`config.mk`:
```
export PLATFORM = sky130hd
export DESIGN_NAME = regfile_write_arbiter
export DESIGN_NICKNAME = d
export VERILOG_FILES = /design/src/rtl/regfile_write_arbiter_pkg.sv /design/src/rtl/regfile_wb_fifo.sv /design/src/rtl/regfile_write_arbiter.sv
export SDC_FILE = /design/constraint.sdc
export NUM_CORES = 1
export LEC_CHECK = 0
export BUFFER_PORTS_ARGS = -buffer_cell sky130_fd_sc_hd__buf_2
export CORE_MARGIN = 5
export CORE_UTILIZATION = 45
export CTS_CLUSTER_SIZE = 16
export DETAILED_ROUTE_END_ITERATION = 12
export GPL_TIMING_DRIVEN = 0
export PLACE_DENSITY = 0.65
export SLEW_MARGIN = 30
export SYNTH_ARGS = -nofsm -noshare
export SYNTH_HDL_FRONTEND = slang
export SYNTH_SLANG_ARGS = --single-unit
```
`constraint.sdc`:
```
create_clock -name clk -period 2.99 [get_ports clk]
set_input_delay 0.7475 -clock clk [delete_from_list [all_inputs] [get_ports clk]]
set_output_delay 0.7475 -clock clk [all_outputs]
set_load 0.01 [all_outputs]
```
`src/rtl/regfile_write_arbiter_pkg.sv`:
```
// regfile_write_arbiter_pkg
//   Shared types and constants for the register-file write arbiter.
//   - DATA_WIDTH / NUM_REGS / SEL_WIDTH : register file geometry
//   - wb_req_t   : one write request {sel, data}; used by source A, source B
//                  and as the FIFO entry
//   - port_in_t  : the arbiter's input port group
//   - port_out_t : the arbiter's output port group
package regfile_write_arbiter_pkg;

  localparam int DATA_WIDTH = 32;
  localparam int NUM_REGS   = 16;
  localparam int SEL_WIDTH  = $clog2(NUM_REGS);

  typedef struct packed {
    logic [SEL_WIDTH-1:0]  sel;
    logic [DATA_WIDTH-1:0] data;
  } wb_req_t;

  typedef struct packed {
    logic    a_valid;
    wb_req_t a;
    logic    b_valid;
    wb_req_t b;
  } port_in_t;

  typedef struct packed {
    logic                b_ready;
    logic                write_en;
    wb_req_t             write;
    logic [NUM_REGS-1:0] pending;
    logic                stall_a;
    logic                err_a_overrun;
  } port_out_t;

endpackage

```
`src/rtl/regfile_wb_fifo.sv`:
```
// regfile_wb_fifo
//   Synchronous FIFO of wb_req_t entries buffering long-latency results.
//   Ports:
//     clk, rst        : clock, synchronous active-high reset (empties FIFO)
//     push, push_data : enqueue request (ignored when full)
//     pop             : dequeue request (ignored when empty)
//     head            : oldest entry, valid whenever empty is low
//     count           : registered occupancy, 0..DEPTH
//     full, empty     : derived from the registered count
//   DEPTH must be a power of two so the pointers wrap by plain overflow.
module regfile_wb_fifo
  import regfile_write_arbiter_pkg::*;
#(
  parameter int DEPTH = 4
) (
  input  logic                   clk,
  input  logic                   rst,
  input  logic                   push,
  input  wb_req_t                push_data,
  input  logic                   pop,
  output wb_req_t                head,
  output logic [$clog2(DEPTH):0] count,
  output logic                   full,
  output logic                   empty
);

  localparam int PTR_W = $clog2(DEPTH);
  localparam int CNT_W = PTR_W + 1;

  wb_req_t          mem [DEPTH];
  logic [PTR_W-1:0] wr_ptr_reg;
  logic [PTR_W-1:0] rd_ptr_reg;
  logic [CNT_W-1:0] count_reg;
  logic             do_push;
  logic             do_pop;

  assign full    = (count_reg == CNT_W'(DEPTH));
  assign empty   = (count_reg == '0);
  assign do_push = push && !full;
  assign do_pop  = pop && !empty;
  assign count   = count_reg;

  // Head is read straight from the array so the arbiter can issue it in
  // the same cycle it decides to pop.
  assign head = mem[rd_ptr_reg];

  always_ff @(posedge clk) begin
    if (do_push) begin
      mem[wr_ptr_reg] <= push_data;
    end
  end

  always_ff @(posedge clk) begin
    if (rst) begin
      wr_ptr_reg <= '0;
      rd_ptr_reg <= '0;
      count_reg  <= '0;
    end else begin
      if (do_push) wr_ptr_reg <= wr_ptr_reg + 1'b1;
      if (do_pop)  rd_ptr_reg <= rd_ptr_reg + 1'b1;
      if (do_push && !do_pop)      count_reg <= count_reg + 1'b1;
      else if (do_pop && !do_push) count_reg <= count_reg - 1'b1;
    end
  end

endmodule

```
`src/rtl/regfile_write_arbiter.sv`:
```
// regfile_write_arbiter
//   Merges the in-order pipeline writeback (source A, no backpressure) and
//   buffered long-latency results (source B, valid/ready into a FIFO) onto
//   the register file's single write port, and publishes a per-register
//   pending bitmap for RAW-hazard stalls in decode.
//   Ports:
//     clk, rst                        : clock, synchronous active-high reset
//     in_a_valid/in_a_sel/in_a_data   : pipeline writeback
//     in_b_valid/in_b_ready/in_b_sel/in_b_data : long-latency handshake
//     out_write_en/sel/data           : registered regfile write command
//     out_pending                     : bit r = FIFO holds a write to reg r
//     out_stall_a, out_err_a_overrun  : starvation guard outputs
//   Optional feature macro: OPT_REGFILE_WB_STARVE_GUARD_EN
//     defined   : B head waiting STARVE_LIMIT cycles forces a pop and
//                 raises out_stall_a; A arriving then is dropped and flagged
//     undefined : out_stall_a / out_err_a_overrun tied low, A always wins
module regfile_write_arbiter
  import regfile_write_arbiter_pkg::*;
#(
  parameter int B_FIFO_DEPTH = 4
`ifdef OPT_REGFILE_WB_STARVE_GUARD_EN
  , parameter int STARVE_LIMIT = 8
`endif
) (
  input  logic                  clk,
  input  logic                  rst,
  input  logic                  in_a_valid,
  input  logic [SEL_WIDTH-1:0]  in_a_sel,
  input  logic [DATA_WIDTH-1:0] in_a_data,
  input  logic                  in_b_valid,
  output logic                  in_b_ready,
  input  logic [SEL_WIDTH-1:0]  in_b_sel,
  input  logic [DATA_WIDTH-1:0] in_b_data,
  output logic                  out_write_en,
  output logic [SEL_WIDTH-1:0]  out_write_sel,
  output logic [DATA_WIDTH-1:0] out_write_data,
  output logic [NUM_REGS-1:0]   out_pending,
  output logic                  out_stall_a,
  output logic                  out_err_a_overrun
);

  localparam int CNT_W = $clog2(B_FIFO_DEPTH) + 1;

  port_in_t   port_in;
  port_out_t  port_out;

  wb_req_t    fifo_head;
  logic [CNT_W-1:0] fifo_count;
  logic       fifo_full;
  logic       fifo_empty;
  logic       push;
  logic       pop;
  logic       a_req;
  logic       a_win;
  logic       stall;

  logic                  write_en_reg;
  wb_req_t               write_reg;
  logic [NUM_REGS-1:0]   pending_vec;

  assign port_in.a_valid = in_a_valid;
  assign port_in.a.sel   = in_a_sel;
  assign port_in.a.data  = in_a_data;
  assign port_in.b_valid = in_b_valid;
  assign port_in.b.sel   = in_b_sel;
  assign port_in.b.data  = in_b_data;

  regfile_wb_fifo #(.DEPTH(B_FIFO_DEPTH)) u_fifo (
    .clk       (clk),
    .rst       (rst),
    .push      (push),
    .push_data (port_in.b),
    .pop       (pop),
    .head      (fifo_head),
    .count     (fifo_count),
    .full      (fifo_full),
    .empty     (fifo_empty)
  );

  // Writes to register 0 are accepted (handshake completes) but never
  // enqueued or issued.
  assign push  = port_in.b_valid && !fifo_full && (port_in.b.sel != '0);
  assign a_req = port_in.a_valid && (port_in.a.sel != '0);
  assign a_win = a_req && !stall;
  // Only the registered occupancy is consulted, so a push is never
  // bypassed to the write port in its own cycle.
  assign pop   = !fifo_empty && (stall || !a_req);

`ifdef OPT_REGFILE_WB_STARVE_GUARD_EN
  localparam int STARVE_W = $clog2(STARVE_LIMIT + 1);
  logic [STARVE_W-1:0] starve_reg;
  logic                err_reg;

  assign stall = !fifo_empty && (starve_reg == STARVE_W'(STARVE_LIMIT));

  // Never exceeds STARVE_LIMIT: reaching it forces a pop which clears it.
  always_ff @(posedge clk) begin
    if (rst) begin
      starve_reg <= '0;
      err_reg    <= 1'b0;
    end else begin
      if (fifo_empty || pop) starve_reg <= '0;
      else                   starve_reg <= starve_reg + 1'b1;
      if (port_in.a_valid && stall) err_reg <= 1'b1;
    end
  end

  assign port_out.stall_a       = stall;
  assign port_out.err_a_overrun = err_reg;
`else
  assign stall                  = 1'b0;
  assign port_out.stall_a       = 1'b0;
  assign port_out.err_a_overrun = 1'b0;
`endif

  always_ff @(posedge clk) begin
    if (rst) begin
      write_en_reg <= 1'b0;
      write_reg    <= '0;
    end else begin
      write_en_reg <= a_win || pop;
      if (a_win)    write_reg <= port_in.a;
      else if (pop) write_reg <= fifo_head;
      else          write_reg <= '0;
    end
  end

  // Per-register count of queued writes; pending is registered from the
  // next-state count so it drops in the same cycle the last write issues.
  genvar gi;
  generate
    for (gi = 0; gi < NUM_REGS; gi++) begin : g_pend
      logic             push_hit;
      logic             pop_hit;
      logic [CNT_W-1:0] cnt_reg;
      logic [CNT_W-1:0] cnt_next;
      logic             pend_reg;

      assign push_hit = push && (port_in.b.sel == SEL_WIDTH'(gi));
      assign pop_hit  = pop && (fifo_head.sel == SEL_WIDTH'(gi));

      always_comb begin
        cnt_next = cnt_reg;
        if (push_hit && !pop_hit)      cnt_next = cnt_reg + 1'b1;
        else if (pop_hit && !push_hit) cnt_next = cnt_reg - 1'b1;
      end

      always_ff @(posedge clk) begin
        if (rst) begin
          cnt_reg  <= '0;
          pend_reg <= 1'b0;
        end else begin
          cnt_reg  <= cnt_next;
          pend_reg <= (cnt_next != '0);
        end
      end

      assign pending_vec[gi] = pend_reg;
    end
  endgenerate

  assign port_out.b_ready  = (fifo_count < CNT_W'(B_FIFO_DEPTH));
  assign port_out.write_en = write_en_reg;
  assign port_out.write    = write_reg;
  assign port_out.pending  = pending_vec;

  assign in_b_ready        = port_out.b_ready;
  assign out_write_en      = port_out.write_en;
  assign out_write_sel     = port_out.write.sel;
  assign out_write_data    = port_out.write.data;
  assign out_pending       = port_out.pending;
  assign out_stall_a       = port_out.stall_a;
  assign out_err_a_overrun = port_out.err_a_overrun;

endmodule

```
# Yosys cells after proc, flatten, opt, wreduce, memory -nomap -nowiden
# Memory sizes are Yosys's and may differ from the RTL's. A register that Yosys moved wholly into a read port is not among the register bits.
# Cells that the tools add are included.
[word_totals]
reg_bits = 108
output_inout_bits = 56
input_bits = 76
ram_bits = 144
mem_count = 1
[classes]
eq_ne = 31
magnitude_cmp = 1
add_sub_neg = 36
n_mux = 40
reduce_logical = 132
[memory_table]
columns = ["name", "depth", "width", "rd", "rd_ports_with_merged_regs", "wr", "line_no", "source"]
rows = [
  ["u_fifo.mem", 4, 36, 1, 1, 1, "regfile_wb_fifo.sv:30", "wb_req_t mem [DEPTH];"],
]
[ops]
columns = ["operator", "count"]
rows = [
  ["$mux W3", 34],
  ["$logic_and A1 B1 Y1", 72],
  ["$mux W36", 2],
  ["$eq A4 B4 Y1 const B", 16],
  ["$add A3 B1 Y3 const B", 17],
  ["$sub A3 B1 Y3 const B", 17],
  ["$reduce_bool A3 Y1", 16],
  ["$logic_not A1 Y1", 37],
  ["$eq A4 B3 Y1 const B", 8],
  ["$eq A4 B2 Y1 const B", 4],
  ["$eq A4 B1 Y1 const B", 2],
  ["$logic_not A4 Y1", 2],
  ["$reduce_bool A4 Y1", 2],
  ["$add A2 B1 Y2 const B", 2],
  ["$mux W2", 2],
  ["$eq A3 B3 Y1 const B", 1],
  ["$logic_not A3 Y1", 1],
  ["$lt A3 B3 Y1 const B", 1],
  ["$mux W1", 2],
  ["$reduce_bool A2 Y1", 1],
  ["$logic_or A1 B1 Y1", 1],
]

# Logic depth before layout (Yosys ltp)
# Gate-level depths: netlist of the first run.
[logic_depth]
ltp_word = 10
ltp_mapped = 12

# Modules after synthesis
# From an unflattened synthesis of the first run, not the netlist that was laid out.
[hier_totals]
cells_unflattened = 906
area_unflattened_um2 = 11397.2
[by_module_without_submodules]
columns = ["module", "seq_area_each_um2", "cells_each", "instances", "area_per_inst_um2"]
rows = [
  ["regfile_write_arbiter", 2021.9, 670, 1, 5700.5],
  ["regfile_wb_fifo", 4504.3, 236, 1, 5696.7],
]

# Worst setup path after synthesis of the first run
# No wires, ideal clock.
[synth_timing]
kind = "in2reg"
from = "in in_a_sel[3]"
to = "reg u_fifo.count_reg[2] (netlist: u_fifo.count[2])"
arrival_time_ns = 3.013
cell_stages = 12
slack_ns = -0.094
cell_sequence = "o41a_1 clkbuf_1 nor2_1 clkbuf_1 clkbuf_1 inv_1 ha_1 inv_1 fa_1 xor2_1 or3_1 a21oi_1"
[synth_between]
elab_chain_cells = 8
word_cells_on_any_way = 10
cone_classes = "mux (1); reduce/logical (9)"
[synth_lines]
columns = ["item", "line_no", "source"]
rows = [
  ["start: declaration", "regfile_write_arbiter.sv:28", "input logic [SEL_WIDTH-1:0] in_a_sel,"],
  ["$reduce_bool A4 Y1 (*)", "regfile_write_arbiter.sv:83", "assign a_req = port_in.a_valid && (port_in.a.sel != '0);"],
  ["$logic_and A1 B1 Y1 (*)", "regfile_write_arbiter.sv:83", ""],
  ["$logic_not A1 Y1 (*)", "regfile_write_arbiter.sv:87", "assign pop = !fifo_empty && (stall || !a_req);"],
  ["$logic_and A1 B1 Y1 (*)", "regfile_write_arbiter.sv:87", ""],
  ["$logic_and A1 B1 Y1 (*)", "regfile_wb_fifo.sv:40", "assign do_pop = pop && !empty;"],
  ["$logic_not A1 Y1", "regfile_wb_fifo.sv:61", "if (do_push && !do_pop) count_reg <= count_reg + 1'b1;"],
  ["$logic_and A1 B1 Y1", "regfile_wb_fifo.sv:61", ""],
  ["$mux W3 or $reduce_bool A2 Y1 (tied branches)", "n/a", ""],
  ["end signal: assignment", "regfile_wb_fifo.sv:61", ""],
  ["end signal: assignment", "regfile_wb_fifo.sv:62", "else if (do_pop && !do_push) count_reg <= count_reg - 1'b1;"],
  ["end: declaration", "regfile_wb_fifo.sv:33", "logic [CNT_W-1:0] count_reg;"],
]
# Mark *: on every way between the ends. The rest lies on a longest branch, timed or not.
# A chain may end at the register's enable or synchronous reset.

==> metrics, run 1 <==
Period minus WS final=2.87 ns; Synth Register Bits=254; CP arrival=3.25 ns; post-layout util=54.2%; Mapped Cells=809; Hold WS=0.430 ns; layout net count=1082; Via density=5.20; Num CTS Buffers=27; final hold violation count=0; vias in the first global route=6826; initial antenna violation count=3; pwr dens=834 nW/um2; Mapped Avg Cell Area=13.1 um2; Post-Synth XOR/XNOR Area=4.13%; CTS tree=built; Design Area, Final=12600 um2; Async SR Flop Fraction=0%; starting density of the core=45.4%; CP Data Required Time=3.37 ns; Top Ports=132; Max FO, Critical Path=10; pre-CTS setup slack=-0.602 ns; clk_lat worst skew=0.53 ns; synth warn=0; compound-gate portion of the synthesized area=8.31%; max FFs per register=144; CTS Hold Bufs=0; worst reg2reg setup slack=0.12 ns; routed vias=6811; setup ws final=0.119 ns; die height=163 um; Port Buf Inserts=128; sequential fraction of the synthesis area=61.6%; max-slew violations=0; Post-Synth Adder-Cell Area=4.55%; fin crit share=96.0%; Overall Power=0.0106 W; largest family of logic cells by synthesized area=simple AND/OR/NAND/NOR gates; Post-Route WL=22400 um; Area Overhead vs Synth=19.4%; Relative slew margins=37.2%; DRT antenna net count=0; layout cell share with drive strength beyond 1=27.0%; mux share of post-synthesis cell area=7.93%; Max Freq=0.348 GHz; synthesized cell area=10600 um2; RePlAce Congestion=0.815; Filler Cell Count=1984; DP HPWL=15500 um; global-route wire length before repair=35600 um; 1st-iter DRT viols=399; EDFF count, synth=144; r2r worst-path depth=8; Final setup violation count=0; clk buf depth=3; final setup skew=0.0184 ns; Worst path slowest cell=nor3_1; RSZ-0062 raised after global routing=yes; DR pass1 iterations=5; Min-Delay Startpoint=in_b_data[10]; grt ovf=0; post-synthesis simple-gate area fraction=9.17%; Cell Chain, Critical Path=buf_6 > mux4_2 > or3_1 > clkbuf_1 > nor3_1 > nand2_1 > xor2_1 > a21oi_1; post-synth cell types=52; post-DR wirelength/cell=17.1 um; Crit path largest cell delay=0.66 ns; Leak=4.73 nW; status=complete, no violations; Hold Crit Class=input port to flip-flop; main flop type after synthesis=edfxtp_1; Max-cap violations=0; Die ar.=26700 um2; die width=163 um; Hold Path End=u_fifo.mem[0][10]; clock root buffer=clkbuf_16; pin count of the biggest net entering global routing=37; WS Path Type=flip-flop to flip-flop; DR DRC count=0; FF-to-FF End=g_pend[0].pend_reg; core box area=23300 um2; H-Tree Depth=1; # rows=56; n_diodes=0; total clock sinks=254; Hold Path Stages=1; Worst-Margin Slew=0.933 ns; Setup crit end kind=flip-flop; Worst Setup Start Kind=flip-flop; maximum VDD drop=0.000560 V; clock slew at reported path FFs=0.06 ns; post-place instance area=11700 um2; Overall Global Routing Usage=16.8%
-- metrics by stage --
step	TNS, ns	cells
floorplan	0	810
global placement	-147.60	1257
detailed placement	-12.42	1259
CTS	0	1308
global route	-0.0899	1309
finish	0	1309
-- logic make-up after synthesis --
kind of cell / Yosys count
muxes: 39
AOI/OAI and AO/OA: 131
xor gates and xnor gates: 50
DFF: 254
adders and majority gates: 38
and+or+nand+nor: 196
other: 1
buffers and inverters: 100
-- worst max-delay path, delay by kind of cell (launching register included) --
| kind | cells | cell delay [ns] |
|---|---|---|
| DFF | 1 | 0.32 |
| buffers and inverters | 2 | 0.40 |
| AOI/OAI and AO/OA | 1 | 0.08 |
| xor gates and xnor gates | 1 | 0.20 |
| and+or+nand+nor | 3 | 1.14 |
| muxes | 1 | 0.59 |
-- cells in the final DEF (no fill, tap or decap), drive strengths merged, types with 7 or more instances in the layout --
master,count
a22oi,34
ha,36
o31ai,8
xnor2,35
edfxtp,144
or2,14
inv,47
nand2,15
o21ai,23
clkbuf,63
buf,155
a211oi,7
nor4,11
and2,7
nor3,29
mux4,36
a21oi,14
nor2,89
xor2,15
a31oi,22
clkinv,11
dfxtp,110
-- synth_stat cells, types with 11 or more instances --
library cell	count	share of area, %
a31oi_1	22	1.3
dfxtp_1	110	21
edfxtp_1	144	41
buf_4	18	1.3
mux4_2	36	7.7
nor2_1	89	3.2
nor3_1	29	1.4
inv_1	45	1.6
nand2_1	15	0.53
a21oi_1	14	0.66
ha_1	36	4.3
o21ai_0	22	1.0
or2_2	11	0.65
xor2_1	15	1.2
a22oi_1	34	2.4
clkbuf_1	31	1.1
xnor2_1	35	2.9
-- what timing repair did --
action	in CTS	in global routing
buffers inserted	0	2
endpoints found under the hold margin	0	0
endpoints found under the setup margin	8	11
pin swaps	0	1
gates resized for setup	2	9
-- how the worst max path moves through the flow --
stage                     start             endpoint  slack [ns]
finish                flip-flop   g_pend[0].pend_reg        0.12
global route          flip-flop   g_pend[1].pend_reg       -0.05
CTS                 in_a_sel[3]      u_fifo.count[2]       0.002
detailed placement  in_a_sel[3]      u_fifo.count[2]       -0.60
global placement    in_b_sel[3]     u_fifo.mem[1][6]       -0.97
floorplan           in_a_sel[3]  g_pend[12].pend_reg        0.05
-- report_power, final --
group          leakage, nW  internal, W  total (W)  switching [W]
Combinational         2.07      0.00130    0.00283        0.00154
Clock                0.440      0.00193    0.00326        0.00133
Sequential            2.22      0.00424    0.00446       0.000217
Total                 4.73      0.00747     0.0106        0.00308
-- routing by layer --
metal | wire length, um | track usage (%) | vias up | part of all wire [%]
li1 | - | - | 3290 | -
met1 | 9820 | 22.4 | 3322 | 44
met2 | 10800 | 28.2 | 161 | 48
met3 | 1520 | 4.49 | 32 | 6.8
met4 | 253 | 2.94 | 6 | 1.1
met5 | 34 | 0 | - | 0.15
-- layout make-up --
class	count	area, um2	area share (%)
Sequential cell	254	6530	51.6
Multi-Input combinational cell	456	3680	29.1
Clock buffer	33	738	5.84
Timing Repair Buffer	132	703	5.56
Tap cell	319	399	3.16
Buffer	53	287	2.27
Inverter	45	169	1.34
Clock inverter	17	149	1.18
(Power assumes the default switching activity.)
==> run 2: changes to the inputs <==
--- a/config.mk
+++ b/config.mk
@@ -6,12 +6,14 @@
 export NUM_CORES = 1
 export LEC_CHECK = 0
 export BUFFER_PORTS_ARGS = -buffer_cell sky130_fd_sc_hd__buf_2
+export CELL_PAD_IN_SITES_DETAIL_PLACEMENT = 0
+export CELL_PAD_IN_SITES_GLOBAL_PLACEMENT = 1
 export CORE_MARGIN = 5
-export CORE_UTILIZATION = 45
+export CORE_UTILIZATION = 43
 export CTS_CLUSTER_SIZE = 16
 export DETAILED_ROUTE_END_ITERATION = 12
 export GPL_TIMING_DRIVEN = 0
-export PLACE_DENSITY = 0.65
+export PLACE_DENSITY = 0.74
 export SLEW_MARGIN = 30
 export SYNTH_ARGS = -nofsm -noshare
 export SYNTH_HDL_FRONTEND = slang
==> run 2 against run 1 <==
Power fell by 0.32%. Wire length increased by 0.94%. Highest routed layer unchanged. Critical path type unchanged. First-iteration DRC count is 16% lower.
==> metrics, run 2 (synthesis gave the netlist of run 1 again) <==
status=complete, no violations; vias in the first global route=6790 (-0.53%); RSZ-0062 raised after global routing=yes; Final Non-Filler Cells=1314 (+0.38%); pin count of the biggest net entering global routing=37 (unchanged); Period minus WS final=2.88 ns (+0.0102 ns); grt ovf=0 (unchanged); Max-cap violations=0 (unchanged); CP Data Required Time=3.36 ns (about the same); global-route wire length before repair=36300 um (+1.7%); Setup crit end kind=flip-flop; core box area=24300 um2 (+4.2%); FF-to-FF End=g_pend[14].pend_reg; layout net count=1082 (unchanged); Port Buf Inserts=128 (unchanged); DR DRC count=0 (unchanged); pwr dens=831 nW/um2 (-0.41%); total clock sinks=254 (unchanged); routed vias=6790 (-0.31%); clk buf depth=3 (unchanged); final hold violation count=0 (unchanged); post-place instance area=11700 um2 (+0.28%); Die ar.=27900 um2 (+4.4%); DRT antenna net count=0 (unchanged); post-DR wirelength/cell=17.2 um (+0.55%); # rows=57 (+1.8%); clk_lat worst skew=0.52 ns (about the same); WS Path Type=flip-flop to flip-flop; DP HPWL=15800 um (+1.8%); CP arrival=3.25 ns (about the same); Post-Route WL=22600 um (+0.94%); Area Overhead vs Synth=19.5% (about the same); max FFs per register=144 (unchanged); Via density=5.17 (-0.69%); Max FO, Critical Path=9 (-1); final setup skew=0.0100 ns (-0.00834 ns); CTS tree=built; Final setup violation count=0 (unchanged); initial antenna violation count=3 (unchanged); H-Tree Depth=1 (unchanged); maximum VDD drop=0.000506 V (-9.7%); max-slew violations=0 (unchanged); RePlAce Congestion=0.771 (-5.4%); clock slew at reported path FFs=0.06 ns (about the same); Max Freq=0.347 GHz (-0.35%); Top Ports=132 (unchanged); die width=167 um (+2.2%); Inst Count DP=1265 (+0.48%); Worst Setup Start Kind=flip-flop; clock root buffer=clkbuf_16; layout cell share with drive strength beyond 1=26.9% (-0.074 points); starting density of the core=43.6% (-1.8 points); r2r worst-path depth=8 (unchanged); commonest non-fill, non-tap cell in the layout=edfxtp_1; Relative slew margins=38.9% (+1.7 points); DR pass1 iterations=4 (-1); Worst-Margin Slew=0.910 ns (-0.0238 ns); worst setup path endpoint=g_pend[14].pend_reg; fin crit share=96.4% (+0.34 points); Leak=4.73 nW (about the same); Num CTS Buffers=27 (unchanged); commonest non-fill, non-tap cells in the layout=edfxtp_1 (144), buf_2 (130), dfxtp_1 (110); die height=167 um (+2.2%); Hold Crit Class=input port to flip-flop; Overall Global Routing Usage=16.0% (-0.78 points); Design Area, Final=12700 um2 (about the same); 1st-iter DRT viols=334 (-16%); worst reg2reg setup slack=0.11 ns (about the same)
[run 2: changes by cell type in the layout (fill, tap and decap cells not counted), moves of 2 or more]
cell	delta
clkbuf_1	+2
clkbuf_2	+2
clkbuf_8	-3
inv_6	-2
nor3_2	+2
[run 2: critical path, cell delays in order (launching register included)]
cell and delay, ns:
dfxtp_1 0.33, buf_6 0.16, mux4_2 0.61, or4b_1 0.48, buf_2 0.18, or4b_1 0.54, o21ai_1 0.12, xnor2_1 0.18
a31oi_2 0.14
[run 2: per-stage QoR]
step	utilization, %	TNS (ns)	total power (W)	hold slack (ns)	worst slack, ns
final	52.1	0	0.0105	0.442	0.109
after global routing	52.0	-0.00407	0.0111	0.424	-0.00407
after CTS	51.8	0	0.0106	0.421	0.0109
after detailed placement	48.3	-22.74	0.00735	0.494	-0.715
after global placement	47.9	-156.31	0.00729	0.484	-0.945
after floorplan	-	0	0.00648	0.472	0.0498
[run 2: area by class of cell]
class | instances | area, um2
Fill cell | 2157 | 11700
Sequential cell | 254 | 6530
Multi-Input combinational cell | 456 | 3680
Timing Repair Buffer | 133 | 731
Clock buffer | 33 | 708
Tap cell | 324 | 405
Buffer | 52 | 282
Inverter | 45 | 169
Clock inverter | 16 | 156
Antenna cell | 1 | 2.50
[run 2: per-layer routing]
layer / vias up / routed length [um] / GRT usage, %
met5: - / 28 / 0
met4: 6 / 399 / 3.63
met3: 39 / 1440 / 4.05
met2: 159 / 10600 / 26.4
met1: 3300 / 10200 / 21.6
li1: 3286 / - / -
[run 2: worst min-delay path by stage]
stage               slack [ns]               endpoint                  start  cells after the start
global route              0.42      u_fifo.mem[3][14]          in_b_data[14]                      1
finish                    0.44      u_fifo.mem[0][19]          in_b_data[19]                      1
floorplan                 0.47   g_pend[1].cnt_reg[2]   g_pend[1].cnt_reg[2]                      2
global placement          0.48   g_pend[0].cnt_reg[2]   g_pend[0].cnt_reg[2]                      2
CTS                       0.42      u_fifo.mem[0][19]          in_b_data[19]                      1
detailed placement        0.49  g_pend[11].cnt_reg[2]  g_pend[11].cnt_reg[2]                      2
[run 2: where the power goes]
| part | switching (W) | total, W | internal [W] |
|---|---|---|---|
| clock network | 0.00130 | 0.00324 | 0.00194 |
| logic | 0.00153 | 0.00284 | 0.00131 |
| registers | 0.000207 | 0.00445 | 0.00424 |
[run 2: repair_timing]
item                                    CTS  global route
hold buffers                              0             0
gates resized for setup                   2            11
pin swaps                                 0             1
endpoints found under the setup margin   15            23
setup buffers                             0             2
==> run 3: changes to the inputs <==
--- a/config.mk
+++ b/config.mk
@@ -9,11 +9,11 @@
 export CELL_PAD_IN_SITES_DETAIL_PLACEMENT = 0
 export CELL_PAD_IN_SITES_GLOBAL_PLACEMENT = 1
 export CORE_MARGIN = 5
-export CORE_UTILIZATION = 43
+export CORE_UTILIZATION = 40
 export CTS_CLUSTER_SIZE = 16
 export DETAILED_ROUTE_END_ITERATION = 12
 export GPL_TIMING_DRIVEN = 0
-export PLACE_DENSITY = 0.74
+export PLACE_DENSITY = 0.7
 export SLEW_MARGIN = 30
 export SYNTH_ARGS = -nofsm -noshare
 export SYNTH_HDL_FRONTEND = slang
==> run 3 against run 2 <==
Wire length is 3.5% higher. Register-to-register slack improved by 0.05 ns. Sequential power about the same. Fmax is 1.6% higher. Worst setup slack better by 0.046 ns. Sequential share of layout area fell by 0.27 points. First-iteration DRC count increased by 25%. Critical endpoint unchanged. Largest power group unchanged.
==> metrics, run 3 (synthesis gave the netlist of run 1 again) <==
Overall Global Routing Usage=15.2% (-0.85 points); Port Buf Inserts=128 (unchanged); layout net count=1082 (unchanged); CP arrival=3.19 ns (-0.06 ns); Area Overhead vs Synth=20.1%; Hold Path Stages=1 (unchanged); sequential power share=41.3% (-1.0 points); clock slew at reported path FFs=0.06 ns (about the same); routed vias=6789 (-0.015%); starting density of the core=40.7% (-2.9 points); DR DRC count=0 (unchanged); Min-Delay Startpoint=in_b_data[22]; r2r worst-path depth=8 (unchanged); status=complete, no violations; Via density=5.13 (-0.69%); clock power share=32.3% (+1.5 points); final hold violation count=0 (unchanged); pwr dens=848 nW/um2 (+2.1%); Hold WS=0.439 ns (-0.00285 ns); Internal=0.00772 W (+3.2%); clock root buffer=clkbuf_16; Worst Setup Start Kind=flip-flop; max-slew violations=0 (unchanged); fin crit share=94.8% (-1.5 points); Leak=4.76 nW (+0.58%); initial antenna violation count=5 (+2); grt ovf=0 (unchanged); # rows=59 (+3.5%); WS Path Type=flip-flop to flip-flop; Max Freq=0.353 GHz (+1.6%); Hold Crit Class=input port to flip-flop; CTS tree=built; post-DR wirelength/cell=17.7 um (+2.8%); worst reg2reg setup slack=0.15 ns (+0.05 ns); Max FO, Critical Path=8 (-1); Total Neg Setup Slack=0 ns (unchanged); die width=173 um (+3.5%); RePlAce Congestion=0.799 (+3.7%); Top Ports=132 (unchanged); total clock sinks=254 (unchanged); max FFs per register=144 (unchanged); Multi-input gate area=3710 um2 (+0.82%); commonest non-fill, non-tap cell in the layout=edfxtp_1; Max-cap violations=0 (unchanged); Worst-Margin Slew=0.922 ns (+0.0122 ns); core box area=26100 um2 (+7.2%); pin count of the biggest net entering global routing=37 (unchanged); Combinational Power Share=26.3% (-0.7 points); Final setup violation count=0 (unchanged); Period minus WS final=2.84 ns (-0.0459 ns); vias in the first global route=6881 (+1.3%); FF-to-FF End=g_pend[14].pend_reg; n_diodes=0 (-1); DP HPWL=15700 um (-0.75%); Hold Path End=u_fifo.mem[1][22]; Design Area, Final=12700 um2 (+0.55%); maximum VDD drop=0.000471 V (-6.7%); Num CTS Buffers=27 (unchanged); DR pass1 iterations=4 (unchanged); layout cell share with drive strength beyond 1=26.5% (-0.38 points); Post-Route WL=23400 um (+3.5%); CP Data Required Time=3.34 ns (-0.02 ns); clk_lat worst skew=0.52 ns (about the same); Die ar.=29800 um2 (+7.0%); Setup crit end kind=flip-flop; clk buf depth=3 (unchanged); 1st-iter DRT viols=417 (+25%); Relative slew margins=38.1% (-0.82 points); DRT antenna net count=0 (unchanged); global-route wire length before repair=37100 um (+2.4%); commonest non-fill, non-tap cells in the layout=edfxtp_1 (144), buf_2 (130), dfxtp_1 (109); H-Tree Depth=1 (unchanged); post-place instance area=11700 um2 (-0.33%); Sw Ratio=28.5% (-0.37 points); Filler Cell Count=2304 (+6.8%); switching pwr=0.00308 W (+1.3%); final setup skew=0.0128 ns (+0.00273 ns); die height=173 um (+3.5%); register area=6530 um2 (about the same); RSZ-0062 raised after global routing=no
## run 3: cell types whose count changed in the layout (fill, tap and decap cells not counted), moves of 2 or more
cell        delta
buf_16         -2
clkinv_1       +3
and2_4         +2
clkinv_4       +2
clkinv_2       -7
bufinv_16      +2
clkinvlp_4     -2
clkbuf_8       +3
clkbuf_1       -2
and2_2         -2
## run 3: worst max path at each step
stage,slack [ns],cells after the start,end
after detailed placement,-0.90,13,u_fifo.count[2]
after global placement,-1.01,4,u_fifo.mem[0][9]
after CTS,0.007,8,g_pend[12].pend_reg
final,0.15,8,g_pend[14].pend_reg
after floorplan,0.05,8,g_pend[12].pend_reg
after global routing,0.02,9,u_fifo.count[2]
## run 3: layer usage
| layer | GRT usage, % | vias up | part of all wire [%] |
|---|---|---|---|
| met5 | 0 | - | 0.26 |
| met4 | 2.75 | 10 | 1.4 |
| met3 | 4.37 | 39 | 8.6 |
| met2 | 24.7 | 183 | 46 |
| met1 | 20.7 | 3267 | 44 |
| li1 | - | 3290 | - |
## run 3: critical path: stages (launching register included)
cell	delay [ns]
dfxtp_1	0.32
buf_6	0.14
mux4_2	0.59
or4b_1	0.48
buf_2	0.17
or4b_1	0.53
o21ai_1	0.13
xnor2_1	0.17
a31oi_1	0.14
## run 3: power groups by stage
stage / registers [W] / logic [W] / clock network [W]
6_report: 0.00446 / 0.00284 / 0.00349
5_1_grt: 0.00452 / 0.00318 / 0.00374
4_1_cts: 0.00446 / 0.00283 / 0.00359
3_5_place_dp: 0.00451 / 0.00282 / 0
3_3_place_gp: 0.00451 / 0.00279 / 0
2_1_floorplan: 0.00452 / 0.00196 / 0
## run 3: metrics by stage
step	worst slack, ns	power [W]	cells	util (%)
after CTS	0.00659	0.0109	1320	48.5
after floorplan	0.0498	0.00648	810	-
after global routing	0.0240	0.0114	1323	48.9
after global placement	-1.01	0.00730	1273	44.8
after detailed placement	-0.904	0.00733	1274	44.9
final	0.154	0.0108	1323	48.9
## run 3: area by class of cell
cell class	count	area share, %
tap	335	3.29
clock buffer	34	5.83
multi-input combinational	457	29.1
inverter	45	1.33
timing repair buffer	132	5.37
clock inverter	14	1.53
buffer	52	2.23
sequential	254	51.3
## run 3: what timing repair did
| item | 4_1_cts | 5_1_grt |
|---|---|---|
| endpoints found under the setup margin | 22 | 17 |
| gates cloned | 0 | 1 |
| hold buffers | 0 | 0 |
| pin swaps | 0 | 0 |
| buffers inserted | 0 | 3 |
| resized for setup | 3 | 11 |
